## src/rtl/id_ex_stage.sv

```systemverilog
// ID/EX pipeline register with valid/ready handshake, 2-entry skid buffer,
// flush-to-bubble and a saturating backpressure (stall) counter.
module id_ex_stage #(
  parameter int DATA_WIDTH = 64,
  parameter int REG_AW     = 5,
  parameter int CTRL_W     = 16,
  parameter int CNT_W      = 16
) (
  input  logic                  clk,
  input  logic                  rst,
  input  logic                  flush,
  input  logic                  in_valid,
  output logic                  in_ready,
  input  logic [DATA_WIDTH-1:0] in_pc4,
  input  logic [DATA_WIDTH-1:0] in_pc_imm,
  input  logic [DATA_WIDTH-1:0] in_imme,
  input  logic [DATA_WIDTH-1:0] in_srca,
  input  logic [DATA_WIDTH-1:0] in_srcb,
  input  logic [REG_AW-1:0]     in_rs1,
  input  logic [REG_AW-1:0]     in_rs2,
  input  logic [REG_AW-1:0]     in_rd,
  input  logic [CTRL_W-1:0]     in_ctrl,
  output logic                  out_valid,
  input  logic                  out_ready,
  output logic [DATA_WIDTH-1:0] out_pc4,
  output logic [DATA_WIDTH-1:0] out_pc_imm,
  output logic [DATA_WIDTH-1:0] out_imme,
  output logic [DATA_WIDTH-1:0] out_srca,
  output logic [DATA_WIDTH-1:0] out_srcb,
  output logic [REG_AW-1:0]     out_rs1,
  output logic [REG_AW-1:0]     out_rs2,
  output logic [REG_AW-1:0]     out_rd,
  output logic [CTRL_W-1:0]     out_ctrl,
  output logic [CNT_W-1:0]      stall_cnt
);

  localparam int PW = 5 * DATA_WIDTH + 3 * REG_AW + CTRL_W;

  logic [PW-1:0]    in_pay_s;
  logic [PW-1:0]    main_pay_q, main_pay_d;
  logic [PW-1:0]    skid_pay_q, skid_pay_d;
  logic             main_v_q, main_v_d;
  logic             skid_v_q, skid_v_d;
  logic             in_ready_q, in_ready_d;
  logic [CNT_W-1:0] stall_cnt_q, stall_cnt_d;
  logic             accept_s;
  logic             pop_s;

  assign in_pay_s = {in_pc4, in_pc_imm, in_imme, in_srca, in_srcb,
                     in_rs1, in_rs2, in_rd, in_ctrl};
  assign {out_pc4, out_pc_imm, out_imme, out_srca, out_srcb,
          out_rs1, out_rs2, out_rd, out_ctrl} = main_pay_q;

  assign out_valid = main_v_q;
  assign in_ready  = in_ready_q;
  assign stall_cnt = stall_cnt_q;

  assign accept_s = in_valid & in_ready_q;
  assign pop_s    = ~main_v_q | out_ready;

  // Next-state for the two-entry FIFO, its ready flag and the stall counter
  always_comb begin
    main_pay_d  = main_pay_q;
    skid_pay_d  = skid_pay_q;
    main_v_d    = main_v_q;
    skid_v_d    = skid_v_q;
    stall_cnt_d = stall_cnt_q;

    if (flush) begin
      // Zeroed payload keeps forwarding logic from seeing a stale rd writer
      main_v_d   = 1'b0;
      skid_v_d   = 1'b0;
      main_pay_d = {PW{1'b0}};
      skid_pay_d = {PW{1'b0}};
    end else if (pop_s) begin
      if (skid_v_q) begin
        main_pay_d = skid_pay_q;
        main_v_d   = 1'b1;
        skid_v_d   = 1'b0;
      end else begin
        if (accept_s) begin
          main_pay_d = in_pay_s;
        end else begin
          main_pay_d = main_pay_q;
        end
        main_v_d = accept_s;
      end
    end else begin
      if (accept_s) begin
        skid_pay_d = in_pay_s;
        skid_v_d   = 1'b1;
      end else begin
        skid_v_d = skid_v_q;
      end
    end

    if (main_v_q && !out_ready && (stall_cnt_q != {CNT_W{1'b1}})) begin
      stall_cnt_d = stall_cnt_q + {{(CNT_W-1){1'b0}}, 1'b1};
    end else begin
      stall_cnt_d = stall_cnt_q;
    end

    in_ready_d = ~skid_v_d;
  end

  // State registers with synchronous reset taking priority over everything
  always_ff @(posedge clk) begin
    if (rst) begin
      main_pay_q  <= {PW{1'b0}};
      skid_pay_q  <= {PW{1'b0}};
      main_v_q    <= 1'b0;
      skid_v_q    <= 1'b0;
      in_ready_q  <= 1'b1;
      stall_cnt_q <= {CNT_W{1'b0}};
    end else begin
      main_pay_q  <= main_pay_d;
      skid_pay_q  <= skid_pay_d;
      main_v_q    <= main_v_d;
      skid_v_q    <= skid_v_d;
      in_ready_q  <= in_ready_d;
      stall_cnt_q <= stall_cnt_d;
    end
  end

endmodule

```

## config.mk

```make
export PLATFORM = sky130hd
export DESIGN_NAME = id_ex_stage
export DESIGN_NICKNAME = d
export VERILOG_FILES = /design/src/rtl/id_ex_stage.sv
export SDC_FILE = /design/constraint.sdc
export NUM_CORES = 1
export LEC_CHECK = 0
export CORE_AREA = 5 5 280 282
export DETAILED_ROUTE_END_ITERATION = 8
export DIE_AREA = 0 0 285 287
export GPL_TIMING_DRIVEN = 0
export PLACE_DENSITY = 0.77
export REMOVE_ABC_BUFFERS = 1
export SLEW_MARGIN = 25
export SYNTH_ARGS = -nofsm -noshare
export SYNTH_HDL_FRONTEND = slang
export SYNTH_SLANG_ARGS = --single-unit
```

## constraint.sdc

```tcl
create_clock -name clk -period 1.7 [get_ports clk]
set_input_delay 0.17 -clock clk [delete_from_list [all_inputs] [get_ports clk]]
set_output_delay 0.17 -clock clk [all_outputs]
set_load 0.05 [all_outputs]
```

-- Word level (Yosys, flattened, before mapping)
Cells that the tools add are included.
- multiplexer cells: 6
- bitwise logic cells: 5
- reduce and logical (&&, ||, !) cells: 7
- $add $sub $neg: 1
- equal/unequal tests: 1
- operators with widths (kind ; count):
    $mux 351 ; 2
    $add 16x1->16 const B ; 1
    $ne 16x16->1 const B ; 1
    $mux 1 ; 4
    $reduce_and 2->1 ; 2
    $not 1->1 ; 3
    $logic_and 1x1->1 ; 2
    $reduce_bool 2->1 ; 1
    $reduce_or 2->1 ; 1
    $and 1x1->1 ; 1
    $logic_not 1->1 ; 1
    $or 1x1->1 ; 1
- input port bits: 356
- logic and storage cells: 26
- register bits: 721

-- Depth between registers and ports, before layout
- word-level depth: 5
- gate-level depth with buffers: 8
- depth with buffers taken out: 5

-- Worst setup path after synthesis
Ideal clock, no wire load.
- path type: register -> register
- start: register stall_cnt_q[0] (netlist: stall_cnt[0])
- end: register stall_cnt_q[1] (netlist: stall_cnt[1])
- arrival time: 1.813 ns
- slack: -0.241 ns
- data required time: 1.572 ns
- stages on the path, launching flop included: 6
- library setup time: 0.128 ns
- period minus slack after synthesis: 1.941 ns
- cell sequence: dfxtp_1 ha_1 nand3_1 o41ai_4 mux2i_1 nor2_1
- longest elaborated chain between the ends: 2
- ends and longest elaborated chain (item ; line ; RTL):
    start: declaration ; 45 ; logic [CNT_W-1:0] stall_cnt_q, stall_cnt_d;
    start signal: assignment ; 114 ; stall_cnt_q <= {CNT_W{1'b0}};
    start signal: assignment ; 121 ; stall_cnt_q <= stall_cnt_d;
    branches (longest 2 deep; another with $add 16x1->16) ; n/a ;
Parallel ways; which one is timed is not known.
A chain may end at the register's enable or synchronous reset.

-- Worst setup path after layout
- start: register main_v_q (netlist: out_valid)
- end: register main_pay_q[111]
- longest elaborated chain between the ends: 3
- ends and longest elaborated chain (item ; line ; RTL):
    start: declaration ; 42 ; logic main_v_q, main_v_d;
    start signal: assignment ; 118 ; main_v_q <= main_v_d;
    $not 1->1 ; 59 ; assign pop_s = ~main_v_q | out_ready;
    $or 1x1->1 ; 59 ;
    $reduce_and 2->1 (no source line) ; n/a ;
    end signal: assignment ; 109 ; main_pay_q <= {PW{1'b0}};
    end signal: assignment ; 116 ; main_pay_q <= main_pay_d;
    end: declaration ; 40 ; logic [PW-1:0] main_pay_q, main_pay_d;
Every way passes these cells.

==> results.md <==
- Outcome: finished, violations left
- Violated checks: negative setup slack
- Die H: 287 µm
- Crit-path most repeated cell: buf_16
- CTS Root Cell: clkbuf_16
- Largest net degree at the start of global routing: 63
- Pwr dens: 926 nW/µm²
- Storage element area: 14400 µm²
- Worst reg2reg path startpoint: out_valid$_SDFFE_PP0N_
- Worst R2R End: main_pay_q[111]$_SDFFE_PP0P_
- Max-slew headroom: 55.1%
- P&R area growth vs syn: 61.5%
- Crit. End Element: register
- Largest family of logic cells by synthesized area: compound AO/OA/AOI/OAI gates
- Main flop type after synthesis: dfxtp_1
- DRT iter0 DRCs: 2158
- Total power draw: 42.1 mW
- Placed Cells: around 4700
- Xor-xnor portion of the synthesized cell area: 0.0623%
- Final Setup Violations: 871
- CP startpoint kind: register
- First-pass GRT wire length: ~150000 µm
- Reg2Reg Depth: 13
- Global route total overflow: 0
- Slew Limit Fails: 0
- WP data required: roughly 2.2 ns
- Final setup margin: -0.552 ns
- Clk_skew: 0.0547 ns
- Antenna violations before repair: 31
- HP Class: input pin to register
- Post-Synth Adder-Cell Area: 0.0445%
- Hold path start: rst
- Number of global-route vias before repair: 25300
- Total track usage: 21.9%
- Leak Pwr: ~17 nW
- Simple-Gate Fraction of Synth Area: around 15%
- Slew at the pin with the worst max-slew slack: 0.673 ns
- Synth warnings: 0
- CTS buffer count: 80
- Synthesized area: 28100 µm²
- Sequential area share after synthesis: 51.3%
- Crit path buf inv count: 9
- Commonest non-fill, non-tap cell in the layout: dfxtp_1
- Num rows: approximately 100
- Ys async rst share: 0%
- Max cap viols: 0
- Hold depth: 2
- Fmax: 0.444 GHz
- Synth Instances: 3183
- CP max-delay cell: dfxtp_4
- Total core area: 75400 µm²
- Final critical-path share of the clock period: 132%
- Critical Path Max Stage Delay: 0.35 ns
- Final Critical Period: 2.25 ns
- H-tree depth: 3
- Hold Path Sink: stall_cnt[10]$_SDFFE_PP0P_
- R2r setup slk: -0.55 ns
- Share of layout cells above drive strength 1: 19.4%
- Port Buffers: 724
- CTS Sinks: 721
- Synthesized flop and latch total: a little over 700
- Clock slew at the register clock pins of the worst setup and hold paths: 0.06 ns
- Final nets: 4374
- Multi-input logic area: 14100 µm²
- Worst EP arrival: 2.75 ns
- CP Class: register to register
- Design Area, Final: 45400 µm²
- Unrepaired setup endpoints after global routing: true
- Area post-placement: 36800 µm²
- Antenna viol nets, final: 0
- Most frequent cells in the layout: dfxtp_1 (718), nand2_1 (706), clkdlybuf4s50_1 (598)
- Post-synthesis mux area share: 12.5%
- Chip width: roughly 290 µm
- DIE AREA: between 80000 and 90000 µm²
- Total Wirelength: 118000 µm
- Sequence of cells on the critical path: nor2b_4, nor2_4, buf_6, buf_12, buf_16, buf_16, buf_16, buf_16, buf_16, buf_12, buf_16, nor2_4, a211oi_1
- CP delay by family, top: buffers and inverters
- CP max FO: 8
- Clk_lat worst skew: 0.63 ns
- Hold Vio Cnt, Final: 0
- CTS tree: built
- DR vias/cell: 5.62
- FILL cells: 5521
- Syn Area/Cell: 8.84 µm²
- Routability Congestion: 0.793
- First-pass DRT Iterations: 5
- CTS max path bufs: 3
- Number of enable flip-flop cells after synthesis: 0
- Hold slack: approximately 0.11 ns
- Fin cells: 5081
- DP HPWL: 58100 µm
- DRC viols: 0
- Unique masters post-synth: 36
- VDD IR max: 0.000960 V
- Compound-Gate Fraction of Synth Area: 16.3%
- Initial Util: 37.3%
- Routed vias: 28600
- I/O pin total: 725
- Routed len/inst: 23.2 µm
worst max-delay path by stage:
| stage | start | to | slack [ns] | depth (start not counted) |
|---|---|---|---|---|
| 5_1_grt | out_valid$_SDFFE_PP0N_ | main_pay_q[111]$_SDFFE_PP0P_ | -0.61 | 13 |
| 2_1_floorplan | skid_v_q$_SDFF_PP0_ | main_pay_q[0]$_SDFFE_PP0P_ | -18.42 | 3 |
| 3_3_place_gp | skid_v_q$_SDFF_PP0_ | main_pay_q[201]$_SDFFE_PP0P_ | -27.49 | 3 |
| 4_1_cts | in_ready$_SDFF_PP1_ | main_pay_q[332]$_SDFFE_PP0P_ | -0.50 | 13 |
| 6_report | out_valid$_SDFFE_PP0N_ | main_pay_q[111]$_SDFFE_PP0P_ | -0.55 | 13 |
| 3_5_place_dp | skid_v_q$_SDFF_PP0_ | main_pay_q[332]$_SDFFE_PP0P_ | -1.94 | 13 |
timing repair:
item                                    4_1_cts  5_1_grt
resized for setup                           218      486
endpoints found under the setup margin     1085     1017
gates cloned                                 40       65
hold buffers                                  0        0
pin swaps                                     6       65
setup buffers                                38      104
cells by family (layout without fill, tap and decap cells):
group / count (synthesis) / after routing
and+or+nand+nor: 1098 / 1102
AOI/OAI and AO/OA: 732 / 732
DFF: 721 / 721
muxes: 352 / 352
buffers and inverters: 277 / 1164
xor gates and xnor gates: 2 / 2
adders and majority gates: 1 / 1
other: 0 / 29
state kept, by name (all words and copies together) (netlist names):
name / flops
out_valid: 1
skid_v_q: 1
skid_pay_q: 351
stall_cnt: 16
main_pay_q: 351
in_ready: 1
metrics by stage:
step / utilization, % / TNS [ns] / worst slack (ns)
2_1_floorplan: - / -8865.63 / -18.42
6_report: 60.2 / -180.12 / -0.552
5_1_grt: 60.2 / -236.40 / -0.609
3_5_place_dp: 48.8 / -815.59 / -1.94
4_1_cts: 55.1 / -240.12 / -0.498
3_3_place_gp: 46.8 / - / -27.49
per-layer routing:
| layer | GRT usage (%) | vias up | part of all wire [%] |
|---|---|---|---|
| li1 | - | 12700 | - |
| met1 | 24.9 | 13800 | 35 |
| met2 | 37.9 | 1486 | 49 |
| met3 | 6.18 | 510 | 9.0 |
| met4 | 10.7 | 6 | 7.2 |
| met5 | 0 | - | 0.027 |
cell type report:
cell class	instances	area share (%)
Tap cell	978	2.69
Timing Repair Buffer	1023	28.5
Sequential cell	721	31.8
Clock inverter	25	0.801
Clock buffer	114	5.11
Multi-Input combinational cell	2189	31.0
Antenna cell	29	0.160
Inverter	2	0.0165
Yosys cell counts (all sizes together) (3+ instances only):
| cell | instances | area [µm²] |
|---|---|---|
| and4 | 3 | 26.3 |
| o21ai | 8 | 40.0 |
| or4 | 3 | 22.5 |
| or3 | 9 | 60.1 |
| nor2 | 355 | 1340 |
| nand4 | 5 | 52.6 |
| dfxtp | 721 | 14400 |
| nand3 | 4 | 20.0 |
| buf | 180 | 928 |
| mux2i | 352 | 3520 |
| nand2 | 707 | 2650 |
| a211oi | 351 | 2640 |
| and3 | 4 | 25.0 |
| o31ai | 4 | 30.0 |
| a21oi | 366 | 1840 |
| clkbuf | 95 | 357 |
report_power, final:
part	internal (mW)	total [mW]	leakage, nW	switching [mW]
logic	2.92	6.68	9.61	3.76
registers	17.3	17.6	5.86	0.291
clock network	10.3	17.8	1.31	7.45
total	30.6	42.1	16.8	11.5
Note: power is estimated with default switching activity, not from simulation.
